## src/rtl/counter_param_if.sv

```systemverilog
// Control and status bundle for counter_param: the master drives enable, mode,
// load data and flag clear; the slave returns count, carry pulse and sticky flag.
interface counter_param_if #(
    parameter int WIDTH = 8
);
    logic             enb;
    logic [1:0]       modo;
    logic [WIDTH-1:0] data;
    logic             clr_ovf;
    logic [WIDTH-1:0] Q;
    logic             rco;
    logic             ovf;

    modport master (
        output enb, modo, data, clr_ovf,
        input  Q, rco, ovf
    );

    modport slave (
        input  enb, modo, data, clr_ovf,
        output Q, rco, ovf
    );
endinterface

```

## src/rtl/counter_param.sv

```systemverilog
// Parameterised up/down/step/load counter with optional saturation, a one-cycle
// boundary pulse (rco) and a sticky boundary flag (ovf). All outputs are registered.
module counter_param #(
    parameter int WIDTH = 8,
    parameter int STEP  = 3,
    parameter int SAT   = 0
) (
    input  logic            clk,
    input  logic            rst_n,
    counter_param_if.slave  bus
);
    localparam logic [WIDTH-1:0] ALL_ONES = {WIDTH{1'b1}};
    localparam logic [WIDTH:0]   STEP_EXT = (WIDTH+1)'(STEP);
    localparam logic [WIDTH:0]   ONE_EXT  = {{WIDTH{1'b0}}, 1'b1};

    logic [WIDTH-1:0] q_reg, q_next;
    logic             rco_reg, rco_next;
    logic             ovf_reg, ovf_next;

    logic [WIDTH:0]   inc;
    logic [WIDTH:0]   sum_up;
    logic             boundary;

    // One extra bit so the carry-out marks an up-count boundary for any step size.
    assign inc    = (bus.modo == 2'b10) ? STEP_EXT : ONE_EXT;
    assign sum_up = {1'b0, q_reg} + inc;

    always_comb begin
        q_next   = q_reg;
        boundary = 1'b0;
        if (bus.enb) begin
            case (bus.modo)
                2'b00, 2'b10: begin
                    boundary = sum_up[WIDTH];
                    if (boundary && (SAT != 0))
                        q_next = ALL_ONES;
                    else
                        q_next = sum_up[WIDTH-1:0];
                end
                2'b01: begin
                    boundary = (q_reg == '0);
                    if (boundary && (SAT != 0))
                        q_next = '0;
                    else
                        q_next = q_reg - 1'b1;
                end
                default: begin
                    q_next = bus.data;
                end
            endcase
        end
        rco_next = boundary;
        // A boundary on the same edge as a clear must leave the flag set.
        ovf_next = boundary | (ovf_reg & ~bus.clr_ovf);
    end

    always_ff @(posedge clk or negedge rst_n) begin
        if (!rst_n) begin
            q_reg   <= '0;
            rco_reg <= 1'b0;
            ovf_reg <= 1'b0;
        end else begin
            q_reg   <= q_next;
            rco_reg <= rco_next;
            ovf_reg <= ovf_next;
        end
    end

    assign bus.Q   = q_reg;
    assign bus.rco = rco_reg;
    assign bus.ovf = ovf_reg;
endmodule

```

## src/flat_wrapper.sv

```systemverilog
// flat-port wrapper written by rule: the top's interface ports become plain ports
module counter_param_flat 
#(
    parameter int WIDTH = 8,
    parameter int STEP  = 3,
    parameter int SAT   = 0
)
  (clk, rst_n, bus_enb, bus_modo, bus_data, bus_clr_ovf, bus_Q, bus_rco, bus_ovf);
  counter_param_if #(.WIDTH(WIDTH)) bus_i ();
  input  logic clk;
  input  logic rst_n;
  input wire logic [$bits(bus_i.enb)-1:0] bus_enb;
  input wire logic [$bits(bus_i.modo)-1:0] bus_modo;
  input wire logic [$bits(bus_i.data)-1:0] bus_data;
  input wire logic [$bits(bus_i.clr_ovf)-1:0] bus_clr_ovf;
  output wire logic [$bits(bus_i.Q)-1:0] bus_Q;
  output wire logic [$bits(bus_i.rco)-1:0] bus_rco;
  output wire logic [$bits(bus_i.ovf)-1:0] bus_ovf;
  assign bus_i.enb = bus_enb;
  assign bus_i.modo = bus_modo;
  assign bus_i.data = bus_data;
  assign bus_i.clr_ovf = bus_clr_ovf;
  assign bus_Q = bus_i.Q;
  assign bus_rco = bus_i.rco;
  assign bus_ovf = bus_i.ovf;
  counter_param #(.WIDTH(WIDTH), .STEP(STEP), .SAT(SAT)) u_core (.clk(clk), .rst_n(rst_n), .bus(bus_i));
endmodule
```

## config.mk

```make
export PLATFORM = sky130hd
export DESIGN_NAME = counter_param_flat
export DESIGN_NICKNAME = d
export VERILOG_FILES = /design/src/rtl/counter_param_if.sv /design/src/rtl/counter_param.sv /design/src/flat_wrapper.sv
export SDC_FILE = /design/constraint.sdc
export NUM_CORES = 1
export LEC_CHECK = 0
export ABC_AREA = 0
export ABC_CLOCK_PERIOD_IN_PS = 3130
export CORE_UTILIZATION = 45
export CTS_BUF_LIST = sky130_fd_sc_hd__clkbuf_8 sky130_fd_sc_hd__clkbuf_16
export DETAILED_ROUTE_END_ITERATION = 8
export HOLD_SLACK_MARGIN = 0.15
export PLACE_DENSITY = 0.74
export RECOVER_POWER = 100
export SLEW_MARGIN = 30
export SYNTH_ARGS = -nofsm -noshare
export SYNTH_HDL_FRONTEND = slang
export SYNTH_SLANG_ARGS = --single-unit
```

## constraint.sdc

```tcl
create_clock -name clk -period 3.13 [get_ports clk]
set_input_delay 0.939 -clock clk [delete_from_list [all_inputs] [get_ports clk]]
set_output_delay 0.939 -clock clk [all_outputs]
set_load 0.05 [all_outputs]
```

==> results of run 1 <==
## power groups by stage
stage,Sequential [W],Combinational (W),Clock [W]
global placement,0.000220,0.000324,0
CTS,0.000220,0.000333,0.000171
floorplan,0.000265,0.000189,0
global route,0.000227,0.000346,0.000180
detailed placement,0.000222,0.000331,0
finish,0.000221,0.000321,0.000170
## cells in the mapped netlist, types with 2 or more instances
| master | number | area share [%] |
|---|---|---|
| sky130_fd_sc_hd__a211oi_1 | 3 | 2.5 |
| sky130_fd_sc_hd__a21oi_1 | 5 | 2.8 |
| sky130_fd_sc_hd__a31oi_1 | 3 | 2.1 |
| sky130_fd_sc_hd__buf_4 | 5 | 4.2 |
| sky130_fd_sc_hd__dfrtp_1 | 10 | 28 |
| sky130_fd_sc_hd__ha_1 | 3 | 4.2 |
| sky130_fd_sc_hd__inv_1 | 9 | 3.8 |
| sky130_fd_sc_hd__mux2i_1 | 5 | 5.6 |
| sky130_fd_sc_hd__nand2_1 | 13 | 5.5 |
| sky130_fd_sc_hd__nand2b_1 | 2 | 1.4 |
| sky130_fd_sc_hd__nor2_1 | 7 | 2.9 |
| sky130_fd_sc_hd__nor2b_1 | 3 | 2.1 |
| sky130_fd_sc_hd__nor3_1 | 3 | 1.7 |
| sky130_fd_sc_hd__o21ai_0 | 3 | 1.7 |
| sky130_fd_sc_hd__o221ai_1 | 2 | 2.0 |
| sky130_fd_sc_hd__o22ai_1 | 4 | 2.8 |
| sky130_fd_sc_hd__o31ai_1 | 2 | 1.7 |
| sky130_fd_sc_hd__xnor2_1 | 2 | 2.0 |
## worst max path at each step
stage                      startpoint               to  slack [ps]  depth (start not counted)
after floorplan           bus_modo[0]  u_core.bus.Q[6]         520                          8
after global placement    bus_modo[1]  u_core.bus.Q[6]         100                          8
after detailed placement  bus_modo[1]  u_core.bus.Q[6]          60                          8
after CTS                 bus_modo[1]  u_core.bus.Q[6]         310                          8
after global routing      bus_modo[1]  u_core.bus.Q[6]         140                          8
final                     bus_modo[1]  u_core.bus.Q[6]         250                          8
## worst reg2reg max path: cells and delay by family, from the launching register on
kind	cells	cell delay, ps
AOI/OAI and AO/OA	2	300
adders and majority gates	1	470
buffers and inverters	1	160
DFF	1	450
and+or+nand+nor	2	570
## logic make-up after synthesis
| kind of cell | share of synthesized area, % |
|---|---|
| and+or+nand+nor | 23.7 |
| DFF | 28.1 |
| adders and majority gates | 6.45 |
| AOI/OAI and AO/OA | 22.7 |
| buffers and inverters | 9.26 |
| xor gates and xnor gates | 2.95 |
| muxes | 6.87 |
## layout make-up
class | count | area (µm²)
Fill cell | 160 | 594
Sequential cell | 10 | 250
Timing Repair Buffer | 28 | 264
Multi-Input combinational cell | 80 | 554
Clock buffer | 4 | 55.1
Tap cell | 25 | 31.3
Inverter | 9 | 33.8
## through the flow
stage                     hold slack (ps)  instances  area (µm²)  power [W]
after global routing                  561        156        1190   0.000754
after detailed placement              527        152        1140   0.000553
after global placement                527        152        1140   0.000545
after CTS                             536        156        1200   0.000725
final                                 534        156        1190   0.000711
after floorplan                       643        105         892   0.000454
## layer usage
| metal | up-vias | global-route usage (%) | wire length [µm] |
|---|---|---|---|
| li1 | 435 | - | - |
| met1 | 426 | 35.2 | 1100 |
| met2 | 41 | 41.7 | 1180 |
| met3 | 8 | 2.35 | 124 |
| met4 | 0 | 11.2 | 43 |
| met5 | - | 0 | 0 |
## cell usage in the layout, fill, tap and decap left out, drive strengths merged, types with 2 or more instances in the layout
cell / count
a211oi: 4
a21oi: 5
a31oi: 3
buf: 3
clkbuf: 6
clkdlybuf4s50: 11
dfrtp: 10
dlygate4sd3: 12
ha: 3
inv: 9
mux2i: 5
nand2: 13
nand2b: 2
nor2: 8
nor2b: 3
nor3: 3
nor4: 2
o21ai: 3
o221ai: 2
o22ai: 4
o31ai: 2
xnor2: 2
==> flow_metrics.tcl, run 1 <==
set metrics [dict create \
    synth-seq-area-share_pct 28.1 \
    syn-num-nets 123 \
    cts_root_buf "sky130_fd_sc_hd__clkbuf_8" \
    dominantRegCellSynth "sky130_fd_sc_hd__dfrtp_1" \
    mappedNetlistArea_um2 892 \
    syn-mean-instance-area_um2 8.50 \
    drt_drc 0 \
    cellInternalPower_w 0.000393 \
    vias_in_the_first_global_route 847 \
    wire_per_inst_um 15.7 \
    post_cts_resize_count 0 \
    setup_slack_ps 247 \
    synth.distinct_cells 39 \
    grt_setup_unrepaired "no" \
    min_delay_worst_endpoint "u_core.bus.ovf" \
    number_of_antenna_violations_at_the_first_check_in_global_routing 0 \
    number_of_pins_with_negative_max_slew_slack_in_the_final_report 0 \
    timing.max_cap.violations 0 \
    worstReg2RegEnd "u_core.bus.Q[6]" \
    source_to_sink_clock_delay_at_the_later_pin_of_the_worst_skew_pair_ps 240 \
    first_pass_iters 4 \
    timing.reg2reg.setup_slack_ps 1050 \
    timing.final.hold_violations 0 \
    final-setup-viol-count 0 \
    timing.critical_path.buf_inv 2 \
    power-per-cell-area_mw_per_mm2 599 \
    cts_num_sinks 10 \
    syn-instance-count 105 \
    leakagePower_nw 0.495 \
    status "finished, final reports clean" \
    synth_seq_cells 10 \
    critical-path-max-stage-delay_ps 550 \
    final_period_util_pct 92.1 \
    dr.first_iter.drc_count 17 \
    pin_count_of_the_biggest_net_entering_global_routing 15 \
    maximum_frequency_from_static_timing_analysis_ghz 0.347 \
    floorplan.die.height_um 46.5 \
    start_util_pct 50.0 \
    synth-edff-count 0 \
    clkTransAtPathRegs_ps 60 \
    post_cts_setup_inserts 0 \
    worst_ep_required_time_ps 3240 \
    max-clock-path-buffers 2 \
    synth-async-reset-ratio_pct 100 \
    swShare_pct 44.8 \
    post_route_wl_um 2440 \
    vias 910 \
    worst-slew-pin-transition_ps 655 \
    floorplan.die.width_um 46.5 \
    grt_use_total_pct 26.0 \
    detailedPlace.worstSlack_ps 64.2 \
    proportion_of_power_drawn_by_the_clock_network_pct 23.8 \
    hold_buffers 0 \
    cts_tree "yes" \
    largest_register_ffs 8 \
    nNetsFinal 150 \
    fp-row-count 15 \
    post-dp-hpwl_um 1790 \
    critical_path_peak_fanout 3 \
    die-area_mm2 0.00216 \
    antenna_cells 0 \
    worstHoldPathType "register to register" \
    core_region_area_mm2 0.00178 \
    crit_path_top_delay_cell "sky130_fd_sc_hd__dlygate4sd3_1" \
    share_seq_of_total_power_pct 31.0 \
    postRouteAntennaNets 0 \
    tritoncts_buffer_count 3 \
    ir_worst_vdd_v 0.000373 \
    power.share.combinational_pct 45.1 \
    fin_setup_tns_ps 0 \
    timing.critical_path.max_delay_family "simple AND/OR/NAND/NOR gates" \
    ioPinCount 24 \
    drive_gt1_share_pct 9.16 \
    max_slew_margin_pct 56.3 \
    r2r-start "u_core.bus.Q[0]" \
    syn_to_final_growth_pct 33.2 \
    reg2reg_depth 6 \
    skew_ps 2.65 \
    worst_setup_path_start_kind "input port" \
    cp.arrival_ps 2990 \
    p_sw_w 0.000318 \
    timing.critical_path.cells "dlygate4sd3_1 -> nor2b_1 -> inv_1 -> fa_1 -> nand3b_1 -> or3_1 -> o221ai_1 -> a221oi_1" \
    grt_first_pass_wirelength_um 3950 \
    via_per_inst 5.83 \
    worstSetupPathType "input port to register" \
    synth.yosys.warnings 0 \
    timing.final.crit_period_ps 2880 \
    timing.hold.worst_path_depth 2 \
    fin_util_pct 66.7 \
    final_gp_congestion 0.903 \
    min-delay-start "u_core.bus.ovf" \
    cts_h_tree_depth 1 \
    grt_overflow 0 \
    critical_path_endpoint_category "register" \
    port_buffers 23 \
]
No activity file was read; power rests on OpenSTA's default activity.
==> run 2: changes to the inputs <==
--- a/config.mk
+++ b/config.mk
@@ -11,7 +11,7 @@
 export CTS_BUF_LIST = sky130_fd_sc_hd__clkbuf_8 sky130_fd_sc_hd__clkbuf_16
 export DETAILED_ROUTE_END_ITERATION = 8
 export HOLD_SLACK_MARGIN = 0.15
-export PLACE_DENSITY = 0.74
+export PLACE_DENSITY = 0.75
 export RECOVER_POWER = 100
 export SLEW_MARGIN = 30
 export SYNTH_ARGS = -nofsm -noshare
==> run 2 against run 1 <==
  * Final area is the same
  * Clock skew shrank 0.67 ps
  * Sequential share of layout area is the same
  * Clock power is essentially flat
  * First-iteration DRC count grew 140%
  * Non-clock buffer count is the same
  * Highest routed layer unchanged
==> flow_metrics.tcl, run 2 (synthesis gave the netlist of run 1 again) <==
set metrics [dict create \
    power.share.combinational_pct 44.8 \
    maximum_frequency_from_static_timing_analysis_ghz 0.339 \
    fp-row-count 15 \
    number_of_antenna_violations_at_the_first_check_in_global_routing 0 \
    worst_ep_required_time_ps 3290 \
    floorplan.die.height_um 46.5 \
    dr.first_iter.drc_count 41 \
    start_util_pct 50.0 \
    clkTransAtPathRegs_ps 50 \
    endpoint "u_core.bus.ovf" \
    hold_buffers 0 \
    cellInternalPower_w 0.000392 \
    critical_path_endpoint_category "register" \
    number_of_pins_with_negative_max_slew_slack_in_the_final_report 0 \
    ir_worst_vdd_v 0.000359 \
    post_cts_setup_inserts 0 \
    post_cts_resize_count 0 \
    post_route_wl_um 2430 \
    reg2reg_depth 6 \
    worstHoldPathType "register to register" \
    multi_input_area_um2 554 \
    post-dp-hpwl_um 1700 \
    core_region_area_mm2 0.00178 \
    grt_use_total_pct 26.3 \
    source_to_sink_clock_delay_at_the_later_pin_of_the_worst_skew_pair_ps 240 \
    grt_overflow 0 \
    antenna_cells 0 \
    layout.cells.most_common "sky130_fd_sc_hd__nand2_1" \
    fin_setup_tns_ps 0 \
    die-area_mm2 0.00216 \
    grt_setup_unrepaired "no" \
    final.fill_count 164 \
    setup_slack_ps 184 \
    final-setup-viol-count 0 \
    detailedPlace.worstSlack_ps 9.37 \
    hold_slack_ps 546 \
    timing.reg2reg.setup_slack_ps 990 \
    max-clock-path-buffers 2 \
    via_per_inst 5.90 \
    p_sw_w 0.000319 \
    wire_per_inst_um 15.5 \
    syn_to_final_growth_pct 33.2 \
    r2r-start "u_core.bus.Q[0]" \
    pin_count_of_the_biggest_net_entering_global_routing 15 \
    swShare_pct 44.8 \
    worst_setup_path_start_kind "input port" \
    final_period_util_pct 94.1 \
    timing.hold.worst_path_depth 2 \
    postPlaceCellArea_mm2 0.00114 \
    skew_ps 1.98 \
    cts_num_sinks 10 \
    critical_path_peak_fanout 3 \
    vias 921 \
    design_area_mm2 0.00119 \
    cp.arrival_ps 3110 \
    worstSetupPathType "input port to register" \
    proportion_of_power_drawn_by_the_clock_network_pct 23.8 \
    final_gp_congestion 0.891 \
    drive_gt1_share_pct 9.16 \
    cts_tree "yes" \
    cts_root_buf "sky130_fd_sc_hd__clkbuf_8" \
    share_seq_of_total_power_pct 31.4 \
    ioPinCount 24 \
    area_used_by_sequential_logic_in_the_layout_um2 250 \
    layout.cells.most_common_list "sky130_fd_sc_hd__nand2_1, sky130_fd_sc_hd__dlygate4sd3_1, sky130_fd_sc_hd__clkdlybuf4s50_1" \
    worstReg2RegEnd "u_core.bus.ovf" \
    stdcell_count 156 \
    worst-slew-pin-transition_ps 614 \
    postRouteAntennaNets 0 \
    timing.final.hold_violations 0 \
    status "finished, final reports clean" \
    floorplan.die.width_um 46.5 \
    port_buffers 23 \
    timing.final.crit_period_ps 2950 \
    nNetsFinal 150 \
    cts_h_tree_depth 1 \
    first_pass_iters 4 \
    leakagePower_nw 0.495 \
    largest_register_ffs 8 \
    drt_drc 0 \
    worstSetupStartpoint "bus_modo[1]" \
    grt_first_pass_wirelength_um 3860 \
    timing.max_cap.violations 0 \
    placed_cells 152 \
    tritoncts_buffer_count 3 \
    power-per-cell-area_mw_per_mm2 598 \
    vias_in_the_first_global_route 855 \
    max_slew_margin_pct 59.1 \
]
## run 2: cell counts in the layout (fill, tap and decap cells not counted)
No cell type changed its count.
## run 2: layout make-up
| class | instances | area share [%] |
|---|---|---|
| tap | 25 | 2.63 |
| timing repair buffer | 28 | 22.2 |
| clock buffer | 4 | 4.63 |
| sequential | 10 | 21.1 |
| inverter | 9 | 2.84 |
| multi-input combinational | 80 | 46.6 |
## run 2: routing by layer
layer,part of all wire (%),GRT usage [%],up-vias
met3,6.8,4.31,9
li1,-,-,434
met5,0,0,-
met4,2.7,18.2,0
met1,44,33.5,438
met2,47,39.7,40
## run 2: worst min-delay path by stage
stage | start | to | slack, ps
after floorplan | rst_n | u_core.bus.Q[0] | 640
final | u_core.bus.ovf | u_core.bus.ovf | 550
after detailed placement | u_core.bus.ovf | u_core.bus.ovf | 530
after global placement | u_core.bus.ovf | u_core.bus.ovf | 530
after global routing | u_core.bus.ovf | u_core.bus.ovf | 590
after CTS | u_core.bus.ovf | u_core.bus.ovf | 550
## run 2: power by group through the flow
stage,clock (W),combinational [W],sequential (W)
2_1_floorplan,0,0.000189,0.000265
3_3_place_gp,0,0.000324,0.000220
3_5_place_dp,0,0.000326,0.000224
4_1_cts,0.000172,0.000329,0.000222
5_1_grt,0.000181,0.000340,0.000228
6_report,0.000169,0.000319,0.000224
## run 2: critical path, stage by stage
cell and delay [ps]:
sky130_fd_sc_hd__dlygate4sd3_1 540, sky130_fd_sc_hd__nor2b_1 190, sky130_fd_sc_hd__inv_1 70, sky130_fd_sc_hd__fa_1 410, sky130_fd_sc_hd__nand3b_1 210, sky130_fd_sc_hd__or3_1 400, sky130_fd_sc_hd__o21a_1 220, sky130_fd_sc_hd__o22ai_1 120
## run 2: through the flow
| step | total power (W) | util [%] |
|---|---|---|
| after detailed placement | 0.000551 | 64.1 |
| after global routing | 0.000749 | 66.7 |
| after floorplan | 0.000454 | - |
| final | 0.000711 | 66.7 |
| after CTS | 0.000723 | 67.2 |
| after global placement | 0.000545 | 64.1 |
